### src/rtl/temp_comparator.sv
// ============================================================================
// Module   : temp_comparator
// Purpose  : Hot/cold/in-band temperature classifier with hysteresis and
//            debounce; optional 4-sample moving average via TEMP_FILTER_EN.
// Revision : 1.0  initial release
// ============================================================================
`default_nettype none

module temp_comparator #(
  parameter int unsigned HYST     = 2,
  parameter int unsigned DEBOUNCE = 3
) (
  input  logic       clk,
  input  logic       reset,
  input  logic       sample_valid,
  input  logic [7:0] temp_meas,
  input  logic [7:0] temp_set,
  output logic [1:0] temp_comp,
  output logic       comp_valid,
  output logic       comp_change
);

  localparam logic [1:0] c_hot  = 2'b10;
  localparam logic [1:0] c_cold = 2'b01;
  localparam logic [1:0] c_band = 2'b00;
  localparam logic [1:0] c_none = 2'b11;
  localparam logic [8:0] c_hyst = 9'(HYST);
  localparam logic [4:0] c_deb  = 5'(DEBOUNCE);

  logic [1:0] comp_q, comp_d;
  logic       valid_q, valid_d;
  logic       change_q, change_d;
  logic [1:0] cand_q, cand_d;
  logic [3:0] cnt_q, cnt_d;
  logic [4:0] cnt_next;

  logic [7:0] v;
  logic       v_ready;

`ifdef TEMP_FILTER_EN
  // Window = current sample plus the three previously accepted ones.
  logic [7:0] hist_q [3];
  logic [2:0] fill_q;
  logic [9:0] sum;

  assign sum     = 10'(temp_meas) + 10'(hist_q[0]) + 10'(hist_q[1]) + 10'(hist_q[2]);
  assign v       = 8'(sum >> 2);
  assign v_ready = (fill_q >= 3'd3);

  always_ff @(posedge clk) begin
    if (reset) begin
      hist_q[0] <= 8'd0;
      hist_q[1] <= 8'd0;
      hist_q[2] <= 8'd0;
      fill_q    <= 3'd0;
    end else if (sample_valid) begin
      hist_q[0] <= temp_meas;
      hist_q[1] <= hist_q[0];
      hist_q[2] <= hist_q[1];
      if (fill_q != 3'd4) begin
        fill_q <= fill_q + 3'd1;
      end
    end
  end
`else
  assign v       = temp_meas;
  assign v_ready = 1'b1;
`endif

  logic [8:0] v9, set9, hot_th;
  logic [1:0] base_cls, raw_cls;

  assign v9     = {1'b0, v};
  assign set9   = {1'b0, temp_set};
  assign hot_th = set9 + c_hyst;

  always_comb begin
    base_cls = c_band;
    if (v9 > hot_th) begin
      base_cls = c_hot;
    end else if ((v9 + c_hyst) < set9) begin
      base_cls = c_cold;
    end
    raw_cls = base_cls;
    // Once hot or cold, stay there until V crosses back over the setpoint.
    if ((comp_q == c_hot) && (v9 > set9)) begin
      raw_cls = c_hot;
    end
    if ((comp_q == c_cold) && (v9 < set9)) begin
      raw_cls = c_cold;
    end
  end

  always_comb begin
    comp_d   = comp_q;
    valid_d  = valid_q;
    change_d = 1'b0;
    cand_d   = cand_q;
    cnt_d    = cnt_q;
    cnt_next = 5'd0;
    if (sample_valid && v_ready) begin
      if (comp_q == c_none) begin
        comp_d  = raw_cls;
        valid_d = 1'b1;
      end else if (raw_cls == comp_q) begin
        cnt_d = 4'd0;
      end else begin
        if (raw_cls == cand_q) begin
          cnt_next = {1'b0, cnt_q} + 5'd1;
        end else begin
          cand_d   = raw_cls;
          cnt_next = 5'd1;
        end
        if (cnt_next >= c_deb) begin
          comp_d   = raw_cls;
          cnt_d    = 4'd0;
          change_d = ~change_q;
        end else begin
          cnt_d = cnt_next[3:0];
        end
      end
    end
  end

  always_ff @(posedge clk) begin
    if (reset) begin
      comp_q   <= c_none;
      valid_q  <= 1'b0;
      change_q <= 1'b0;
      cand_q   <= 2'b00;
      cnt_q    <= 4'd0;
    end else begin
      comp_q   <= comp_d;
      valid_q  <= valid_d;
      change_q <= change_d;
      cand_q   <= cand_d;
      cnt_q    <= cnt_d;
    end
  end

  assign temp_comp   = comp_q;
  assign comp_valid  = valid_q;
  assign comp_change = change_q;

endmodule

`default_nettype wire
### config.mk
export PLATFORM = sky130hd
export DESIGN_NAME = temp_comparator
export DESIGN_NICKNAME = d
export VERILOG_FILES = /design/src/rtl/temp_comparator.sv
export SDC_FILE = /design/constraint.sdc
export NUM_CORES = 1
export LEC_CHECK = 0
export ABC_AREA = 1
export CAP_MARGIN = 40
export CORE_ASPECT_RATIO = 0.8
export CORE_MARGIN = 3
export CORE_UTILIZATION = 45
export CTS_BUF_LIST = sky130_fd_sc_hd__clkbuf_16
export DETAILED_ROUTE_END_ITERATION = 10
export GPL_ROUTABILITY_DRIVEN = 0
export PLACE_DENSITY_LB_ADDON = 0.2
export RECOVER_POWER = 50
export SLEW_MARGIN = 5
export SYNTH_ARGS = -nofsm -noshare
export SYNTH_HDL_FRONTEND = slang
export SYNTH_SLANG_ARGS = --single-unit
### constraint.sdc
create_clock -name clk -period 3 [get_ports clk]
set_input_delay 0.3 -clock clk [delete_from_list [all_inputs] [get_ports clk]]
set_output_delay 0.3 -clock clk [all_outputs]
set_load 0.02 [all_outputs]
**Yosys cells after proc, flatten, opt, wreduce, memory -nomap -nowiden**

Cells that the tools add are included.
W data, S select, Z words.

- Add/sub/neg operators: 3
- Multiplexer cells: 13
- Equality and inequality tests: 6
- Order comparisons: 5
- Reduce and logical (&&, ||, !) cells: 8
- Bitwise operators: 6

Operators by type and width:

| cell | number |
|---|---|
| $mux W5 | 4 |
| $add A8 B2 Y9 const B | 2 |
| $mux W2 | 6 |
| $gt A8 B9 Y1 | 1 |
| $lt A9 B8 Y1 | 1 |
| $gt A8 B8 Y1 | 1 |
| $lt A8 B8 Y1 | 1 |
| $mux W4 | 2 |
| $not A1 Y1 | 6 |
| $add A4 B1 Y5 const B | 1 |
| $ge A5 B2 Y1 const B | 1 |
| $reduce_or A5 Y1 | 1 |
| $eq A2 B2 Y1 | 2 |
| $eq A2 B2 Y1 const B | 2 |
| $reduce_and A2 Y1 | 2 |
| $reduce_and A4 Y1 | 1 |
| $reduce_and A3 Y1 | 1 |
| $eq A2 B1 Y1 const B | 1 |
| $logic_and A1 B1 Y1 | 2 |
| $ne A2 B2 Y1 const B | 1 |
| $reduce_bool A2 Y1 | 1 |
| $mux W1 | 1 |

- Input bits: 19
- Flip-flop bits (word level): 10

**Logic depth before layout (Yosys ltp)**

- Depth in word-level cells: 15
- Depth in mapped cells: 21
- Mapped depth without buffers: 21

**Worst setup path after synthesis**

OpenSTA, ideal clock, no wires.

- Path kind: input port to flip-flop
- From: input port temp_set[1]
- To: register cand_q[0]
- Arrival: 2.280 ns
- Stages: 21
- Slack: 0.606 ns
- Data required time: 2.886 ns
- Cell sequence: ha_1 > nand2_1 > nor2_1 > nand3_1 > xor2_1 > ha_1 > inv_1 > a21oi_1 > o21ai_2 > nand2_1 > nand2_1 > nand2_2 > nand2_4 > nand2_2 > nand2_1 > nand3_4 > nand2_2 > nor2_2 > nand2_1 > nand2_1 > nor2_2

- Longest elaborated chain between the ends: 8

RTL lines:

| element | line | RTL |
|---|---|---|
| from (decl) | 17 | `input logic [7:0] temp_set,` |
| $add A8 B2 Y9 or $lt A9 B8 Y1 (tied branches) | 75, 81 |  |
| $gt A8 B9 Y1 or $mux W1 (tied branches) | 79, 81 |  |
| $mux W2 | 79 | `if (v9 > hot_th) begin` |
| $mux W2 | 86 | `if ((comp_q == c_hot) && (v9 > set9)) begin` |
| $mux W2 (*) | 89 | `if ((comp_q == c_cold) && (v9 < set9)) begin` |
| $eq A2 B2 Y1 (on tied branches) | 108, 105 |  |
| $not A1 Y1 (no source line) | -- |  |
| $reduce_and A4 Y1 (no source line) | -- |  |
| to (signal assigned) | 136 | `cand_q <= cand_d;` |
| to (decl) | 33 | `logic [1:0] cand_q, cand_d;` |

Every way passes the cells marked *; elsewhere a longest branch is shown, timed or not.
A chain may end at the register's enable or synchronous reset.

**Worst setup path after layout**

- From: input port temp_meas[2]
- To: register cand_q[0]

- Longest elaborated chain between the ends: 9

RTL lines:

| element | line | RTL |
|---|---|---|
| from (decl) | 16 | `input logic [7:0] temp_meas,` |
| $add A8 B2 Y9 | 81 | `end else if ((v9 + c_hyst) < set9) begin` |
| $lt A9 B8 Y1 | 81 |  |
| $mux W1 | 81 |  |
| $mux W2 | 79 |  |
| $mux W2 | 86 |  |
| $mux W2 (*) | 89 |  |
| $eq A2 B2 Y1 (on tied branches) | 108, 105 |  |
| $not A1 Y1 (no source line) | -- |  |
| $reduce_and A4 Y1 (no source line) | -- |  |

Marks and branches as above.

==> qor.yml <==
drt:
  drt_drc_violations_left: 0
  routed_wirelength_um: 3140
  first_pass_iters: 4
  ant_nets: 0
  num_vias: 1378
  1st_iter_drt_viols: 70
  avgViaCountPerCell: 4.70
  route.detailed.wl_per_inst_um: 10.7
power_and_ir_drop:
  power_frac_comb_pct: 49.9
  power_per_cell_area_mw_per_mm2: 437
  cell_internal_pwr_uw: 509
  power_switching_uw: 314
  power.ir.vdd_worst_uv: 309
  power.static_leakage_nw: 1.01
  sequentialPowerShare_pct: 20.8
  swShare_pct: 38.2
  power.clock.fraction_pct: 29.3
finish:
  drive_gt1_share_pct: 16.9
  syn_to_final_growth_pct: 36.6
  antennaDiodeCount: 0
  instances_no_fill: 293
  nets: 300
placement:
  dpl_worst_slack_ns: -0.0956
  post-place-cells: 285
  port-buffer-count: 22
  post-dp-hpwl_um: 2510
synthesis:
  yosys_warnings: 0
  synth_top_family_by_area: "simple AND/OR/NAND/NOR gates"
  synthDominantAreaCellType: "ha_1"
  syn_nets: 257
  synth.top_cells.by_count: "nand2_1, inv_1, ha_1"
  synth-xor-area-share_pct: 6.35
  netlist_area_mm2: 0.00138
  synth.yosys.seq_area_share_pct: 14.5
  synth-compound-area-share_pct: 7.80
  yosys.cell_types.count: 25
  post_synth_mux_area_share_pct: 0
  post_synth_fa_ha_maj_area_fraction_pct: 22.7
  synth-edff-count: 0
  netlist_top_cells_area: "ha_1, dfxtp_1, nand2_1, inv_1, nor2_1"
  synth_simple_gate_area_share_pct: 38.6
  yosys_most_used_dff: "dfxtp_1"
  synth.ff_latch_count: 10
  postSynthCellCount: 213
  synth-async-reset-ratio_pct: 0
  netlist.area_leader.share_pct: 22.7
  synth.avg_cell_area_um2: 6.48
  post-synth-top-count-cell: "nand2_1"
global_route:
  antenna_found_initial: 0
  grt_pass1_vias: 1220
  grt.overflow.total: 0
  first_pass_grt_wire_length_um: 5230
  gr-usage-all-layers_pct: 17.4
  grt_start_max_net_pins: 8
timing:
  grt_setup_unrepaired: "no"
  fmax_mhz: 360
  clock-skew-final_ns: 0.00136
  slew_of_the_pin_with_the_lowest_slew_margin_ns: 0.473
  final-max-slew-violation-count: 0
  final_hold_viol_count: 0
  fin_ws_ns: 0.223
  fin_crit_sh_pct: 92.6
  finalSetupViolCount: 0
  maxSlewHeadroom_pct: 68.4
  minimum_clock_period_ns: 2.78
status:
  run_status: "finished clean"
critical_path:
  worst-endpoint-arrival_ns: 2.91
  cp-start-kind: "input pin"
  required_arrival_time_at_the_worst_endpoint_ns: 3.13
  crit_path_slowest_cell: "clkdlybuf4s50_1"
  critical-path-max-stage-delay_ns: 0.51
  worst-setup-path-type: "input pin to flop"
  critical_path.cell_chain: "clkdlybuf4s50_1 -> nand3_1 -> nor3b_2 -> xor2_1 -> ha_1 -> a21oi_1 -> nand2_1 -> nand2_1 -> nand2_1 -> nand2_1 -> nand2_4 -> nand2_2 -> nand2_2 -> nor2_4 -> buf_4 -> nor2_4 -> nor2_1 -> nor2_2"
  timing.critical_path.mode_cell: "nand2_1"
  cp_top_family: "simple AND/OR/NAND/NOR gates"
  critPathMaxFanout: 4
  critical_path.n_buffers_inverters: 2
  critical_path.endpoint_type: "flop"
clock_tree:
  cts_tree: "done"
  clock_sinks: 10
  cts-htree-levels: 1
  cts_buf_count: 3
  clock_slew_at_the_register_clock_pins_of_the_worst_setup_and_hold_paths_ns: 0.04
  cts_hold_buffers: 0
  ctsRootBufferMaster: "clkbuf_16"
  worstSkewPairLatency_ns: 0.24
  max_buffers_root_to_sink: 2
die:
  fp.dieH_um: 55.5
  ioPinCount: 23
  coreArea_mm2: 0.00285
  std_cell_rows: 17
  start_util_pct: 48.4
  floorplan.die.width_um: 67.9
  design.die.area_mm2: 0.00377
flow_run:
  timing.max_cap.violations: 0
worst_hold_path:
  hold_path.class: "flop to flop"
final cells by class:
cell class	instances	area (µm²)
flip-flops and latches	10	200
well taps	38	47.5
clock buffers	3	75.1
repair buffers	38	348
inverters	37	139
fillers	266	965
multi-input cells	166	1070
clock inverters	1	3.75
sequential cells by signal, indices dropped and copies added, names as in the netlist:
name / cells
cnt_q: 4
cand_q: 2
temp_comp: 2
comp_change: 1
comp_valid: 1
power by group through the flow:
stage / Clock, mW / Combinational (mW) / Sequential [mW]
2_1_floorplan: 0 / 0.242 / 0.178
3_3_place_gp: 0 / 0.368 / 0.173
3_5_place_dp: 0 / 0.371 / 0.173
4_1_cts: 0.245 / 0.375 / 0.170
5_1_grt: 0.254 / 0.465 / 0.174
6_report: 0.242 / 0.411 / 0.171
metal layers:
metal  track usage, %  routed length [µm]  vias up
met5                0                   0        -
met4             3.12                  14        0
met3             3.25                 110        4
met2             24.1                1230       32
met1             27.5                1780      570
li1                 -                   -      772
placed cells by master, fill, tap and decap left out, drive strengths merged:
cell,instances
nand2,61
inv,37
nor2,26
ha,25
nand3,17
buf,16
clkdlybuf4s50,14
a21oi,11
dfxtp,10
xor2,9
nand4,5
dlygate4sd3,5
o21ai,4
clkbuf,3
dlymetal6s2s,3
xnor2,1
nor3b,1
o21bai,1
o21a,1
a31oi,1
nand3b,1
o211ai,1
nor3,1
clkinv,1
per-stage QoR:
stage                     hold slack [ns]  power [mW]  util (%)  TNS, ns  area (µm²)
after floorplan                     0.369       0.420         -        0        1380
after global placement              0.441       0.541      61.0  -0.0200        1740
after detailed placement            0.448       0.544      61.0   -0.233        1740
after CTS                           0.457       0.790      63.7        0        1820
after global routing                0.470       0.892      66.2        0        1890
final                               0.448       0.823      66.2        0        1890
cell families after synthesis:
family                   after synthesis
AND/OR/NAND/NOR                      112
flip-flops                            10
XOR/XNOR                              10
buffers and inverters                 37
adder cells (fa/ha/maj)               25
AO/OA/AOI/OAI                         19
worst paths after layout:
check	startpoint	endpoint	slack [ns]	cells past startpoint
worst max-delay path	temp_meas[2]	cand_q[0]	0.22	18
worst min-delay path	comp_valid	comp_valid	0.45	2
worst max register to register	temp_comp[0]	cand_q[1]	1.23	15
worst min register to register	comp_valid	comp_valid	0.45	2
worst reg2reg max path, cell delays in order, from the launching register on:
cell and delay [ns]:
dfxtp_1 0.37, inv_1 0.10, nand2_1 0.05, a31oi_1 0.15, nand2_1 0.09, nand2_2 0.10
nand2_4 0.09, nand2_4 0.11, nand2_2 0.07, nand2_2 0.08, nor2_4 0.05, buf_4 0.14
nor2_4 0.12, nand2_1 0.06, nand2_1 0.06, nor2_1 0.04
timing repair:
item,in CTS,in global routing
resized for setup,0,12
setup endpoints to repair,0,4
setup buffers,0,4
(Power assumes the default switching activity.)
